--- src/rtl/change_return_controller_pkg.sv ---
// Shared definitions for the change-return controller.
// Holds the state encoding and default coin/timeout configuration.
package change_return_controller_pkg;

    typedef enum logic [1:0] {
        ST_IDLE,
        ST_RETURN,
        ST_DONE
    } state_e;

    localparam int DEF_NUM_COINS = 3;
    localparam int DEF_BALANCE_W = 16;
    localparam int DEF_TIMEOUT   = 10;
    localparam int DEF_TIMER_W   = 8;

    // Index 0 is the smallest denomination.
    localparam logic [DEF_NUM_COINS*DEF_BALANCE_W-1:0] DEF_COIN_VALUES =
        {16'd1000, 16'd500, 16'd100};

endpackage

--- src/rtl/change_return_controller_greedy_coin_select.sv ---
// Combinational greedy pick: largest coin not exceeding the remainder.
// Reusable by any block that needs to break a value into coins.
module greedy_coin_select #(
    parameter int NUM_COINS = 3,
    parameter int BALANCE_W = 16
) (
    input  logic [BALANCE_W-1:0]           remaining_i,
    input  logic [NUM_COINS*BALANCE_W-1:0] coin_values_i,
    output logic [NUM_COINS-1:0]           pick_o,
    output logic [BALANCE_W-1:0]           value_o,
    output logic                           none_o
);

    // Values ascend with index, so the last fitting coin is the largest.
    always_comb begin
        pick_o  = '0;
        value_o = '0;
        none_o  = 1'b1;
        for (int k = 0; k < NUM_COINS; k++) begin
            if (coin_values_i[k*BALANCE_W +: BALANCE_W] <= remaining_i) begin
                pick_o    = '0;
                pick_o[k] = 1'b1;
                value_o   = coin_values_i[k*BALANCE_W +: BALANCE_W];
                none_o    = 1'b0;
            end
        end
    end

endmodule

--- src/rtl/change_return_controller.sv ---
// Inactivity timer plus greedy coin payout of the outstanding balance.
// One coin is presented at a time and retired on each ready handshake.
module change_return_controller
    import change_return_controller_pkg::*;
#(
    parameter int NUM_COINS = DEF_NUM_COINS,
    parameter int BALANCE_W = DEF_BALANCE_W,
    parameter logic [NUM_COINS*BALANCE_W-1:0] COIN_VALUES = DEF_COIN_VALUES,
    parameter int TIMEOUT   = DEF_TIMEOUT,
    parameter int TIMER_W   = DEF_TIMER_W
) (
    input  logic                 clk,
    input  logic                 reset_n,
    input  logic [NUM_COINS-1:0] i_input_coin,
    input  logic                 i_select_item,
    input  logic                 i_trigger_return,
    input  logic [BALANCE_W-1:0] i_balance,
    input  logic                 i_return_ready,
    output logic [NUM_COINS-1:0] o_return_coin,
    output logic [BALANCE_W-1:0] o_paid_value,
    output logic                 o_return_busy,
    output logic                 o_return_done,
    output logic [BALANCE_W-1:0] o_residue,
    output logic [TIMER_W-1:0]   o_wait_time
);

    localparam logic [BALANCE_W-1:0] MIN_COIN = COIN_VALUES[BALANCE_W-1:0];

    state_e               state_q;
    logic [BALANCE_W-1:0] remaining_q;
    logic [BALANCE_W-1:0] residue_q;
    logic [TIMER_W-1:0]   wait_q;
    logic                 expire_q;

    logic [NUM_COINS-1:0] pick;
    logic [BALANCE_W-1:0] pick_value;
    logic                 pick_none;
    logic [BALANCE_W-1:0] rem_after;
    logic                 activity;
    logic                 start;

    greedy_coin_select #(
        .NUM_COINS(NUM_COINS),
        .BALANCE_W(BALANCE_W)
    ) u_select (
        .remaining_i  (remaining_q),
        .coin_values_i(COIN_VALUES),
        .pick_o       (pick),
        .value_o      (pick_value),
        .none_o       (pick_none)
    );

    assign activity  = (|i_input_coin) | i_select_item;
    assign start     = i_trigger_return | expire_q;
    assign rem_after = remaining_q - pick_value;

    // expire_q marks the edge after the countdown reached zero.
    always_ff @(posedge clk or negedge reset_n) begin
        if (!reset_n) begin
            state_q     <= ST_IDLE;
            remaining_q <= '0;
            residue_q   <= '0;
            wait_q      <= '0;
            expire_q    <= 1'b0;
        end else begin
            unique case (state_q)
                ST_IDLE: begin
                    if (start) begin
                        expire_q    <= 1'b0;
                        wait_q      <= '0;
                        remaining_q <= i_balance;
                        if (i_balance < MIN_COIN) begin
                            residue_q <= i_balance;
                            state_q   <= ST_DONE;
                        end else begin
                            state_q   <= ST_RETURN;
                        end
                    end else if (activity) begin
                        wait_q   <= TIMER_W'(TIMEOUT);
                        expire_q <= 1'b0;
                    end else if (wait_q != '0) begin
                        wait_q   <= wait_q - TIMER_W'(1);
                        expire_q <= (wait_q == TIMER_W'(1));
                    end else begin
                        expire_q <= 1'b0;
                    end
                end
                ST_RETURN: begin
                    if (i_return_ready && !pick_none) begin
                        remaining_q <= rem_after;
                        if (rem_after < MIN_COIN) begin
                            residue_q <= rem_after;
                            state_q   <= ST_DONE;
                        end
                    end
                end
                ST_DONE: begin
                    state_q <= ST_IDLE;
                end
                default: begin
                    state_q <= ST_IDLE;
                end
            endcase
        end
    end

    assign o_return_busy = (state_q == ST_RETURN);
    assign o_return_done = (state_q == ST_DONE);
    assign o_return_coin = o_return_busy ? pick : '0;
    assign o_paid_value  = (o_return_busy && i_return_ready && !pick_none)
                           ? pick_value : '0;
    assign o_residue     = residue_q;
    assign o_wait_time   = wait_q;

endmodule

--- config.mk ---
export PLATFORM = sky130hd
export DESIGN_NAME = change_return_controller
export DESIGN_NICKNAME = d
export VERILOG_FILES = /design/src/rtl/change_return_controller_pkg.sv /design/src/rtl/change_return_controller_greedy_coin_select.sv /design/src/rtl/change_return_controller.sv
export SDC_FILE = /design/constraint.sdc
export NUM_CORES = 1
export LEC_CHECK = 0
export CORE_MARGIN = 2
export CORE_UTILIZATION = 55
export DETAILED_ROUTE_END_ITERATION = 12
export PLACE_DENSITY_LB_ADDON = 0.25
export REMOVE_ABC_BUFFERS = 1
export SKIP_CTS_REPAIR_TIMING = 1
export SLEW_MARGIN = 40
export SYNTH_ARGS = -nofsm -noshare
export SYNTH_HDL_FRONTEND = slang
export SYNTH_HIERARCHICAL = 1
export SYNTH_SLANG_ARGS = --single-unit
--- constraint.sdc ---
create_clock -name clk -period 6.4 [get_ports clk]
set_input_delay 0.96 -clock clk [delete_from_list [all_inputs] [get_ports clk]]
set_output_delay 0.96 -clock clk [all_outputs]
set_load 0.005 [all_outputs]
==> out/qor.yml <==
critical_path:
  cp_slowest_cell: "a31oi_4"
  required_ns: 6.58
  cp_max_fo: 18
  r2r_setup_slack_ns: 0.79
  rr_startpoint: "remaining_q[7]"
  r2r_end: "o_residue[2]"
  endpoint_kind: "register"
  cp_num_buf_inv: 2
  cp_cell_sequence: "inv_1, ha_1, nand4_1, a2111o_1, a31oi_4, mux2_2, mux2_2, inv_1, ha_1, nor2b_1, o2111ai_1, nand3_1, a221oi_2, xor2_1, nor4b_4, a31oi_4, a221o_1"
  r2r_cells: 17
  crit_path_start_kind: "register"
  critPathMaxStageDelay_ns: 0.55
  critical_path_arrival_ns: 5.79
  crit_family: "compound AO/OA/AOI/OAI gates"
  path_class: "register to register"
synthesis:
  synth_seq_cells: 43
  synthFlopType: "dfrtp_1"
  synth_area_leaders: "dfrtp_1, ha_1, mux2_2, a21oi_1, nand2_1"
  yosys_warnings: 6
  synth_cell_type_count: 78
  syn_area_um2: 5160
  synthCells: 625
  yosysTopAreaCellShare_pct: 20.8
  synth_top_area_cell: "dfrtp_1"
  synthArstFlopShare_pct: 100
  yosysSeqAreaShare_pct: 20.8
  syn_avg_cell_area_um2: 8.26
  synth_edf_count: 0
sta:
  slew_headroom_pct: 15.7
  drv_slew: 0
  final-setup-viol-count: 0
  finClkSkew_ns: 0.00892
  finalSetupTns_ns: 0
  timing.final.crit_share_pct: 87.6
  grt_setup_unrepaired: "no"
  hold_violations: 0
  fin_crit_ns: 5.61
  tightest_slew_ns: 1.26
  clock.fmax_mhz: 178
  whs_ns: 0.493
final_layout:
  insertedDiodeCount: 0
  final_common_cell: "conb_1"
  final_cell_mix: "conb_1, nand2_1, ha_1, clkdlybuf4s50_1, a21oi_1"
  final_layout_size_suffix_gt1_share_pct: 9.30
  multi_input_area_um2: 4200
  final.fill_count: 757
  area_growth_pct: 22.3
  nets: 875
  regArea_um2: 1080
placement:
  routabilityCongestion: 0.967
  dp_hpwl_mm: 11.5
  portBuffers: 60
power_and_ir_drop:
  seq_power_share_pct: 13.2
  p_leak_nw: 2.91
  comb_power_share_pct: 81.9
  pwr-share-clk_pct: 4.9
  p_int_mw: 1.73
  p_switching_mw: 2.00
  powerDensity_nw_per_um2: 592
  irDropWorstVdd_mv: 0.428
  p_total_mw: 3.74
  switching_share_pct: 53.6
detailed_routing:
  drtPass1Iterations: 5
  drt_wl_total_mm: 14.3
  drc: 0
  ant_nets: 0
  drt-vias-per-instance: 5.72
  num_vias: 5129
  wl_per_cell_um: 16.0
  drt_iter0_drc: 300
global_routing:
  grt-ovfl-total: 0
  grt_pass1_wl_mm: 23.6
  grt_max_degree: 51
  grt_pass1_vias: 4909
  antenna_found_initial: 0
  track_usage_pct: 28.9
floorplan:
  dieArea_um2: 10200
  io_pins: 69
  die_x_um: 101
  coreArea_um2: 9150
  start_util_pct: 56.4
  die_y_um: 101
  rows: 35
hold_path:
  whs_path_depth: 1
  worstHoldEndpoint: "o_residue[10]"
  holdCritPathClass: "register to register"
  hp-start: "o_residue[10]"
clock_tree:
  htreeDepth: 2
  clk_latency_ns: 0.30
  tritoncts: "yes"
  cts_sinks: 43
  clk_pin_slew_worst_paths_ns: 0.09
  cts-root-buf: "clkbuf_8"
  cts.path.max_buffers: 2
  cts_inserted_buffers: 5
status:
  status: "finished clean"
run:
  max_cap_viol_count: 0
-- metrics by stage --
step / cells / instance area, um2 / utilization, % / worst slack (ns)
4_1_cts: 895 / 6310 / 68.9 / 0.846
5_1_grt: 896 / 6310 / 69.0 / 0.551
6_report: 896 / 6310 / 69.0 / 0.793
3_3_place_gp: 887 / 6210 / 67.9 / 0.954
3_5_place_dp: 887 / 6220 / 67.9 / 0.846
2_1_floorplan: 712 / 5440 / - / 0.733
-- area by class of cell --
cell class	count	area share, %
well taps	111	2.20
clock inverters	3	0.317
multi-input cells	622	66.5
clock buffers	5	1.09
flip-flops and latches	43	17.0
repair buffers	65	10.1
inverters	47	2.79
-- worst reg2reg max path: stages (launching register included) --
cell,delay [ns]
dfrtp_1,0.42
inv_1,0.12
ha_1,0.33
nand4_1,0.16
a2111o_1,0.48
a31oi_4,0.55
mux2_2,0.40
mux2_2,0.26
inv_1,0.11
ha_1,0.30
nor2b_1,0.16
o2111ai_1,0.34
nand3_1,0.15
a221oi_2,0.31
xor2_1,0.37
nor4b_4,0.37
a31oi_4,0.26
a221o_1,0.41
-- logic make-up (layout without fill, tap and decap cells) --
group | after synthesis | count (layout) | synth area share, %
flops | 43 | 43 | 20.8
xor+xnor | 14 | 14 | 2.38
compound gates | 163 | 163 | 22.4
other cells | 2 | 112 | 0.146
fa+ha+maj | 67 | 67 | 16.4
simple gates | 229 | 229 | 23.2
mux | 37 | 37 | 8.65
buf+inv | 70 | 120 | 6.06
-- how the worst max path moves through the flow --
stage	start	to	cells after the start
floorplan	remaining_q[11]	o_residue[0]	12
global placement	remaining_q[7]	o_residue[0]	17
detailed placement	remaining_q[7]	o_residue[4]	17
CTS	remaining_q[7]	o_residue[3]	17
global route	remaining_q[7]	o_residue[0]	17
finish	remaining_q[7]	o_residue[2]	17
-- metal layers --
metal  global-route usage, %  share of wire [%]
met2                    50.5                 50
met1                    38.7                 44
met3                    1.87                4.2
met5                       0                  0
met4                    7.69                2.2
-- synth_stat cells, drive strengths merged, types with 4 or more instances --
library cell	count
ha	66
nand2	66
a21oi	54
nor2	52
inv	46
dfrtp	43
mux2	34
o21ai	25
nor3	23
o41ai	17
and2	16
nand4	13
clkbuf	12
nand3	12
buf	11
o21a	10
nor4	8
a211oi	7
a31oi	7
and3	7
nand2b	7
o211ai	7
xnor2	7
xor2	7
a21o	6
a221o	5
nor2b	5
nor3b	5
or3	4
-- state kept, by name (all words and copies together) (netlist names) --
register	flops
o_residue	16
remaining_q	16
o_wait_time	8
state_q	2
expire_q	1
-- power groups by stage --
stage          Sequential, mW  Combinational (mW)  Clock, mW
5_1_grt                 0.503                3.37      0.192
3_5_place_dp            0.492                2.95          0
2_1_floorplan           0.454                2.23          0
3_3_place_gp            0.489                2.87          0
4_1_cts                 0.487                2.96      0.182
6_report                0.492                3.06      0.183
(Power assumes the default switching activity.)
